==> config.mk <==
export PLATFORM = sky130hd
export DESIGN_NAME = current_adc_reader
export DESIGN_NICKNAME = d
export VERILOG_FILES = /design/src/rtl/current_adc_reader.sv
export SDC_FILE = /design/constraint.sdc
export NUM_CORES = 1
export LEC_CHECK = 0
export BUFFER_PORTS_ARGS = -buffer_cell sky130_fd_sc_hd__buf_2
export CAP_MARGIN = 20
export CORE_AREA = 4 4 104 106
export DETAILED_ROUTE_END_ITERATION = 6
export DIE_AREA = 0 0 108 110
export PLACE_DENSITY = 0.8
export SLEW_MARGIN = 20
export SYNTH_ARGS = -nofsm -noshare
export SYNTH_HDL_FRONTEND = slang
export SYNTH_SLANG_ARGS = --single-unit
==> constraint.sdc <==
create_clock -name clk -period 5.87 [get_ports clk]
set_input_delay 0.2935 -clock clk [delete_from_list [all_inputs] [get_ports clk]]
set_output_delay 0.2935 -clock clk [all_outputs]
set_load 0.01 [all_outputs]
==> src/rtl/current_adc_reader.sv <==
// Serial 12-bit ADC reader: paces conversions and clocks in 16-bit frames.
// Averages 2^AVG_LOG2 codes, scales them to mA and clamps to 0..999 for the display bus.
module current_adc_reader #(
    parameter int CLK_DIV       = 50,
    parameter int SAMPLE_PERIOD = 10000,
    parameter int AVG_LOG2      = 4,
    parameter int SCALE_NUM     = 1000,
    parameter int SCALE_SHIFT   = 12
) (
    input  logic        clk,
    input  logic        rst_n,
    input  logic        adc_sdata,
    output logic        adc_cs_n,
    output logic        adc_sclk,
    output logic [11:0] raw_sample,
    output logic [11:0] current_num,
    output logic        sample_valid
);

    localparam int TW    = (SAMPLE_PERIOD > 2) ? $clog2(SAMPLE_PERIOD) : 1;
    localparam int DW    = (CLK_DIV > 2) ? $clog2(CLK_DIV) : 1;
    localparam int AW    = 12 + AVG_LOG2;
    localparam int CW    = AVG_LOG2 + 1;
    localparam int NSAMP = 1 << AVG_LOG2;

    typedef enum logic [1:0] {
        IDLE,
        SETUP,
        SHIFT,
        DONE
    } state_t;

    state_t          state_reg, state_next;
    logic [TW-1:0]   timer_reg, timer_next;
    logic [DW-1:0]   div_reg, div_next;
    logic [3:0]      bit_reg, bit_next;
    logic [11:0]     shift_reg, shift_next;
    logic            cs_reg, cs_next;
    logic            sclk_reg, sclk_next;
    logic [11:0]     raw_reg, raw_next;
    logic [AW-1:0]   acc_reg, acc_next;
    logic [CW-1:0]   cnt_reg, cnt_next;
    logic [11:0]     num_reg, num_next;
    logic            valid_reg, valid_next;

    logic            tick;
    logic            div_last;
    logic [11:0]     avg;
    logic [27:0]     prod;
    logic [27:0]     ma;

    assign tick     = (timer_reg == '0);
    assign div_last = (div_reg == DW'(CLK_DIV - 1));
    assign avg      = acc_reg[AW-1:AVG_LOG2];
    assign prod     = {16'd0, avg} * 28'(SCALE_NUM);
    assign ma       = prod >> SCALE_SHIFT;

    assign timer_next = (timer_reg == TW'(SAMPLE_PERIOD - 1)) ? '0 : timer_reg + 1'b1;

    always_comb begin
        state_next = state_reg;
        div_next   = div_reg;
        bit_next   = bit_reg;
        shift_next = shift_reg;
        cs_next    = cs_reg;
        sclk_next  = sclk_reg;
        raw_next   = raw_reg;
        acc_next   = acc_reg;
        cnt_next   = cnt_reg;
        num_next   = num_reg;
        valid_next = 1'b0;

        case (state_reg)
            IDLE: begin
                cs_next   = 1'b1;
                sclk_next = 1'b1;
                bit_next  = '0;
                if (tick) begin
                    state_next = SETUP;
                    cs_next    = 1'b0;
                    div_next   = '0;
                end
            end
            SETUP: begin
                if (div_last) begin
                    state_next = SHIFT;
                    sclk_next  = 1'b0;
                    div_next   = '0;
                end else begin
                    div_next = div_reg + 1'b1;
                end
            end
            SHIFT: begin
                if (div_last) begin
                    div_next  = '0;
                    sclk_next = ~sclk_reg;
                    // Sample on the edge that raises SCLK; the ADC changes data on the fall.
                    // Only 12 bits are kept, so the four leading zeros fall off the top.
                    if (!sclk_reg) begin
                        shift_next = {shift_reg[10:0], adc_sdata};
                        bit_next   = bit_reg + 1'b1;
                        if (bit_reg == 4'd15) begin
                            state_next = DONE;
                        end
                    end
                end else begin
                    div_next = div_reg + 1'b1;
                end
            end
            DONE: begin
                cs_next    = 1'b1;
                sclk_next  = 1'b1;
                raw_next   = shift_reg;
                acc_next   = acc_reg + AW'(shift_reg);
                cnt_next   = cnt_reg + 1'b1;
                bit_next   = '0;
                state_next = IDLE;
            end
            default: begin
                state_next = IDLE;
                cs_next    = 1'b1;
                sclk_next  = 1'b1;
            end
        endcase

        // The counter only reaches a full block in the cycle right after DONE.
        if (cnt_reg == CW'(NSAMP)) begin
            valid_next = 1'b1;
            num_next   = (ma > 28'd999) ? 12'd999 : ma[11:0];
            acc_next   = '0;
            cnt_next   = '0;
        end
    end

    always_ff @(posedge clk or negedge rst_n) begin
        if (!rst_n) begin
            state_reg <= IDLE;
            timer_reg <= '0;
            div_reg   <= '0;
            bit_reg   <= '0;
            shift_reg <= '0;
            cs_reg    <= 1'b1;
            sclk_reg  <= 1'b1;
            raw_reg   <= '0;
            acc_reg   <= '0;
            cnt_reg   <= '0;
            num_reg   <= '0;
            valid_reg <= 1'b0;
        end else begin
            state_reg <= state_next;
            timer_reg <= timer_next;
            div_reg   <= div_next;
            bit_reg   <= bit_next;
            shift_reg <= shift_next;
            cs_reg    <= cs_next;
            sclk_reg  <= sclk_next;
            raw_reg   <= raw_next;
            acc_reg   <= acc_next;
            cnt_reg   <= cnt_next;
            num_reg   <= num_next;
            valid_reg <= valid_next;
        end
    end

    assign adc_cs_n     = cs_reg;
    assign adc_sclk     = sclk_reg;
    assign raw_sample   = raw_reg;
    assign current_num  = num_reg;
    assign sample_valid = valid_reg;

endmodule
==> impl_results.md, run 1 <==
- Status: finished, violations left
- Failing checks: negative hold slack
- Core Region: 9774 sq um
- Grt ovf: 0
- WL met2: 5657 um
- Async SR Flop Fraction: 100.0%
- Worst-path clk slew: 0.09 ns
- DRT iter0 DRCs: 160
- Commonest cells after routing, fill and taps aside: dfrtp_1, inv_1, ha_1, nand2_1, nor2_1
- CTS Hold Bufs: 0
- Initial core utilization: 62.62%
- Number of flip-flops in the largest register: 16
- Final #Nets: 733
- Setup TNS: 0 ns
- CTS tree: yes
- CP endpoint kind: flop
- CP top delay family: adder cells
- Final ANT Viol Nets: 0
- WP data required: 6.14 ns
- Max-slew violations: 0
- Row count: 36
- Pre-CTS WS: 0.6542 ns
- Clock Power Share: 43.8%
- Initial antenna violation count: 0
- Via/cell ratio: 5.633
- Power per cell area: 159.2 nW/um^2
- HP Class: in -> async
- Max Fclk: 191.7 MHz
- Met3 wire len: 349 um
- Num CTS Buffers: 9
- Final core occ: 67.54%
- Drt wl/cell: 15.05 um
- Area grow syn2layout: 7.850%
- CP max stage delay: 0.59 ns
- H-tree depth: 3
- Psw: 0.2210 mW
- DR vias: 4309
- DIE WIDTH: 108 um
- Pin count of the biggest net entering global routing: 85
- Yosys reg bits: 84
- Sequential share of power: 55.0%
- DRT Wirelength: 11510 um
- Worst Slack Setup Final: 0.6533 ns
- Share of cells above drive strength 1: 12.82%
- Die area: 11880 sq um
- Router iterations before antenna repair: 4
- Die Ht: 110 um
- Avg Cell Area, Syn: 10.15 sq um
- Post_cts resized: 0
- Post-CTS setup buffer count: 0
- Post-synth EDFFs: 0
- CP max-delay cell: fa_1
- Period minus WS final: 5.217 ns
- Count of maximum capacitance violations: 0
- Net Sw Frac: 21.03%
- Critical-path maximum fanout: 6
- Clock Latency Late Sink: 0.37 ns
- Final Wtd Congestion: 0.9025
- Total power: 1.051 mW
- CP Class: reg -> reg
- Final hold vios: 68
- Yosys cell types: 61
- Root Buffer: clkbuf_8
- Setup Skew: 0.01088 ns
- Crit path launch type: flop
- RSZ-0062 raised after global routing: false
- Top_reg_cell synth: dfrtp_1
- Commonest non-fill, non-tap cell in the layout: dfrtp_1
- Mapped Area: 6121 sq um
- Lkg Pwr: 3.438 nW
- Syn Inst Count: 603
- Final setup violation count: 0
- Sequential area share after synthesis: 34.38%
- Crit-path cells: inv_1 -> fa_1 -> fa_1 -> fa_1 -> fa_1 -> inv_1 -> ha_1 -> and2_1 -> a221o_1 -> a221o_2 -> a211oi_1 -> o21ai_1 -> and4bb_1 -> nand4b_2 -> and2_1
- Diode count: 0
- Arrival @ worst endpoint: 5.48 ns
- Relative slew margins: 44.89%
- Port Buffer Count: 27
- Fin crit share: 88.87%
- Number of global-route vias before repair: 4434
- VDD IR max: 0.0001449 V
- Final HPWL DP: 8701 um
- Wl on met1: 5260 um
- Tot GR Track Use: 21.27%
- Residual DRC: 0
- YS warnings: 0
- Internal Power: 0.8299 mW
- Gate power share: 1.2%
- First-pass GRT wire length: 20110 um
- # clock sinks: 84
- Top cell by count, worst path: fa_1
- Bufs and invs on worst path: 2
- Worst hold slack: -0.03948 ns
- Slew at the pin with the worst max-slew slack: 0.8258 ns
- CTS max path bufs: 2
- Top Metal Used: met4
- IO Pins: 30
-- through the flow --
step | instances | instance area (sq um)
finish | 765 | 6601
global route | 765 | 6601
CTS | 765 | 6598
detailed placement | 749 | 6372
global placement | 749 | 6372
floorplan | 604 | 6125
-- synthesized netlist by cell type, drive strengths merged, types with 2 or more instances --
cell / number / area [sq um]
a221o: 2 / 21.27
and3: 5 / 32.53
xnor2: 21 / 183.9
o211ai: 4 / 30.03
a211oi: 4 / 30.03
nand4: 10 / 62.56
or2: 2 / 12.51
ha: 65 / 813.3
a21o: 5 / 38.79
o31a: 2 / 17.52
nor2b: 8 / 50.05
a22oi: 2 / 20.02
a31oi: 3 / 18.77
o41ai: 2 / 36.29
a21oi: 18 / 90.09
and2: 8 / 51.30
clkbuf: 11 / 41.29
mux2i: 13 / 130.1
o21a: 4 / 30.03
nand2: 49 / 183.9
nand3: 14 / 70.07
buf: 6 / 30.02
fa: 38 / 760.7
o31ai: 4 / 30.03
o22ai: 3 / 18.77
dfstp: 2 / 52.55
xor2: 13 / 113.9
nor2: 45 / 168.9
o21ai: 24 / 120.1
nor3: 13 / 65.06
inv: 76 / 285.3
mux2: 24 / 270.3
dfrtp: 82 / 2052
and4: 2 / 17.52
-- worst paths after layout --
kind | start | end | slack [ns] | cells past startpoint
max in group asynchronous | rst_n | state_reg[1] | 5.40 | 1
worst max register to register | acc_reg[8] | current_num[4] | 0.65 | 15
min in group clk | adc_sdata | shift_reg[0] | 0.15 | 2
worst min-delay path | rst_n | div_reg[5] | -0.04 | 1
worst min register to register | adc_cs_n | adc_cs_n | 0.46 | 2
worst max-delay path | acc_reg[8] | current_num[4] | 0.65 | 15
-- kinds of logic (layout without fill, tap and decap cells) --
kind of cell	Yosys count	count (layout)	share of synthesized area [%]
AOI/OAI and AO/OA	87	87	9.772
xor gates and xnor gates	34	34	4.865
adders and majority gates	103	103	25.72
buffers and inverters	93	121	5.826
DFF	84	84	34.38
muxes	37	37	6.541
other	1	2	0.06127
and+or+nand+nor	164	164	12.84
-- final cells by class --
class / count / area [sq um]
flip-flops and latches: 84 / 2105
clock inverters: 6 / 87.58
repair buffers: 29 / 156.4
clock buffers: 10 / 137.6
multi-input cells: 427 / 3664
well taps: 133 / 166.4
inverters: 76 / 285.3
fillers: 743 / 3173
-- per-layer routing --
layer / vias to the layer above / track usage (%)
li1: 2080 / -
met5: - / 0
met4: 0 / 8.025
met2: 87 / 35.66
met3: 23 / 3.611
met1: 2119 / 27.98
-- worst register-to-register path: stages, from the launching register on --
cell      delay, ns
dfrtp_1        0.47
inv_1          0.16
fa_1           0.59
fa_1           0.46
fa_1           0.49
fa_1           0.51
inv_1          0.04
ha_1           0.32
and2_1         0.18
a221o_1        0.31
a221o_2        0.45
a211oi_1       0.30
o21ai_1        0.15
and4bb_1       0.34
nand4b_2       0.16
and2_1         0.18
-- power groups by stage --
| stage | registers, mW | clock network (mW) | logic, mW |
|---|---|---|---|
| 4_1_cts | 0.578 | 0.471 | 0.0127 |
| 6_report | 0.578 | 0.461 | 0.0121 |
| 3_3_place_gp | 0.590 | 0 | 0.0125 |
| 5_1_grt | 0.578 | 0.499 | 0.0145 |
| 3_5_place_dp | 0.590 | 0 | 0.0128 |
| 2_1_floorplan | 0.590 | 0 | 0.00155 |
Note: power is estimated with default switching activity, not from simulation.
==> run 2, diff against run 1 <==
clock period = 5.8 ns   (was 5.87 ns; I/O delays follow)
==> run 2 against run 1 <==
The flow still finishes with violations (negative hold slack); clock skew hardly changed; via count is 0.19% lower; setup slack worse by 0.10 ns; highest routed layer unchanged; critical path type unchanged.
==> impl_results.md, run 2 (synthesized netlist as in run 1, its figures left out) <==
- Critical-path maximum fanout: 6 (unchanged)
- Count of maximum capacitance violations: 0 (unchanged)
- Via/cell ratio: 5.622 (was 5.633)
- Slew at the pin with the worst max-slew slack: 0.8501 ns (was 0.8258 ns)
- Initial antenna violation count: 0 (unchanged)
- Grt ovf: 0 (unchanged)
- DRT iter0 DRCs: 185 (was 160)
- Port Buffer Count: 27 (unchanged)
- Power per cell area: 162.9 nW/um^2 (was 159.2 nW/um^2)
- Final hold vios: 43 (was 68)
- Final #Nets: 733 (unchanged)
- Arrival @ worst endpoint: 5.51 ns (was 5.48 ns)
- DIE WIDTH: 108 um (unchanged)
- Relative slew margins: 43.26% (was 44.89%)
- Number of flip-flops in the largest register: 16 (unchanged)
- CTS max path bufs: 2 (unchanged)
- WP data required: 6.06 ns (was 6.14 ns)
- Non-filler instance count after layout: 765 (unchanged)
- Final Wtd Congestion: 0.9025 (unchanged)
- CP top delay family: adder cells (unchanged)
- Max Fclk: 190.5 MHz (was 191.7 MHz)
- Core Region: 9774 sq um (unchanged)
- Fin crit share: 90.49% (was 88.87%)
- H-tree depth: 3 (unchanged)
- Fillcell total: 767 (was 743)
- Post-CTS setup buffer count: 0 (unchanged)
- Worst-path clk slew: 0.09 ns (about the same)
- CTS tree: yes (unchanged)
- Commonest cells after routing, fill and taps aside: dfrtp_1, inv_1, ha_1, nand2_1, nor2_1 (unchanged)
- Share of cells above drive strength 1: 12.82% (unchanged)
- Final core occ: 67.63% (was 67.54%)
- HP Class: in -> async (unchanged)
- Post_cts resized: 0 (unchanged)
- VDD IR max: 0.0001639 V (was 0.0001449 V)
- Tot GR Track Use: 20.93% (was 21.27%)
- # clock sinks: 84 (unchanged)
- DRT Wirelength: 11430 um (was 11510 um)
- Clock Latency Late Sink: 0.36 ns (was 0.37 ns)
- Diode count: 0 (unchanged)
- CP max stage delay: 0.54 ns (was 0.59 ns)
- Root Buffer: clkbuf_8 (unchanged)
- Period minus WS final: 5.249 ns (was 5.217 ns)
- Final setup violation count: 0 (unchanged)
- Area grow syn2layout: 7.993% (was 7.850%)
- Router iterations before antenna repair: 5 (was 4)
- Initial core utilization: 62.62% (unchanged)
- Worst hold slack: -0.04334 ns (was -0.03948 ns)
- Failing checks: negative hold slack (unchanged)
- Bufs and invs on worst path: 2 (unchanged)
- Residual DRC: 0 (unchanged)
- CP max-delay cell: fa_1 (unchanged)
- Max-slew violations: 0 (unchanged)
- Num CTS Buffers: 9 (unchanged)
- Status: finished, violations left (unchanged)
- First-pass GRT wire length: 19970 um (was 20110 um)
- Commonest non-fill, non-tap cell in the layout: dfrtp_1 (unchanged)
- Row count: 36 (unchanged)
- Final HPWL DP: 8705 um (was 8701 um)
- CTS Hold Bufs: 0 (unchanged)
- CP endpoint kind: flop (unchanged)
- Pre-CTS WS: 0.5785 ns (was 0.6542 ns)
- Worst Slack Setup Final: 0.5514 ns (was 0.6533 ns)
- DR vias: 4301 (was 4309)
- CP Class: reg -> reg (unchanged)
- Die area: 11880 sq um (unchanged)
- Lkg Pwr: 3.442 nW (was 3.438 nW)
- Drt wl/cell: 14.95 um (was 15.05 um)
- IO Pins: 30 (unchanged)
- Number of global-route vias before repair: 4428 (was 4434)
- Pin count of the biggest net entering global routing: 85 (unchanged)
- Die Ht: 110 um (unchanged)
- Setup TNS: 0 ns (unchanged)
- Crit-path cells: inv_1 -> fa_1 -> fa_1 -> fa_1 -> fa_1 -> inv_1 -> ha_1 -> and2_1 -> a221o_1 -> a221o_2 -> a211oi_1 -> o21ai_1 -> and4bb_1 -> nand4b_2 -> and2_1 (unchanged)
- Crit path launch type: flop (unchanged)
- Placed Instances: 749 (unchanged)
- RSZ-0062 raised after global routing: false (unchanged)
- Setup Skew: 0.01110 ns (was 0.01088 ns)
- Top cell by count, worst path: fa_1 (unchanged)
- Final ANT Viol Nets: 0 (unchanged)
## run 2: final timing paths
kind / startpoint / to / slack (ns) / cells past startpoint
hold reg to reg: adc_cs_n / adc_cs_n / 0.46 / 2
setup / recovery: acc_reg[9] / current_num[4] / 0.55 / 15
min in group clk: adc_sdata / shift_reg[0] / 0.15 / 2
hold / removal: rst_n / div_reg[5] / -0.04 / 1
setup reg to reg: acc_reg[9] / current_num[4] / 0.55 / 15
max in group asynchronous: rst_n / raw_sample[3] / 5.31 / 1
## run 2: metrics by stage
stage / cell area (sq um) / power (mW)
after detailed placement: 6372 / 0.6097
final: 6610 / 1.077
after floorplan: 6125 / 0.5985
after CTS: 6606 / 1.087
after global routing: 6610 / 1.117
after global placement: 6372 / 0.6094
## run 2: per-layer routing
| layer | up-vias | wire [um] | GRT usage, % | share of wire, % |
|---|---|---|---|---|
| met5 | - | 0 | 0 | 0 |
| met4 | 0 | 193 | 6.222 | 1.7 |
| met3 | 20 | 360 | 3.902 | 3.1 |
| met2 | 80 | 5631 | 35.52 | 49 |
| met1 | 2125 | 5248 | 27.64 | 46 |
| li1 | 2076 | - | - | - |
## run 2: layout make-up
| type | instances | area (sq um) | share of cell area (%) |
|---|---|---|---|
| repair buffers | 29 | 156.4 | 2.366 |
| well taps | 133 | 166.4 | 2.518 |
| clock buffers | 11 | 151.4 | 2.290 |
| flip-flops and latches | 84 | 2105 | 31.84 |
| inverters | 76 | 285.3 | 4.316 |
| multi-input cells | 427 | 3664 | 55.42 |
| clock inverters | 5 | 82.58 | 1.249 |
## run 2: where the power goes
group | switching (mW) | leakage, nW | internal (mW)
Clock | 0.212 | 0.120 | 0.267
Sequential | 0 | 1.14 | 0.585
Combinational | 0.0115 | 2.18 | 0.000899
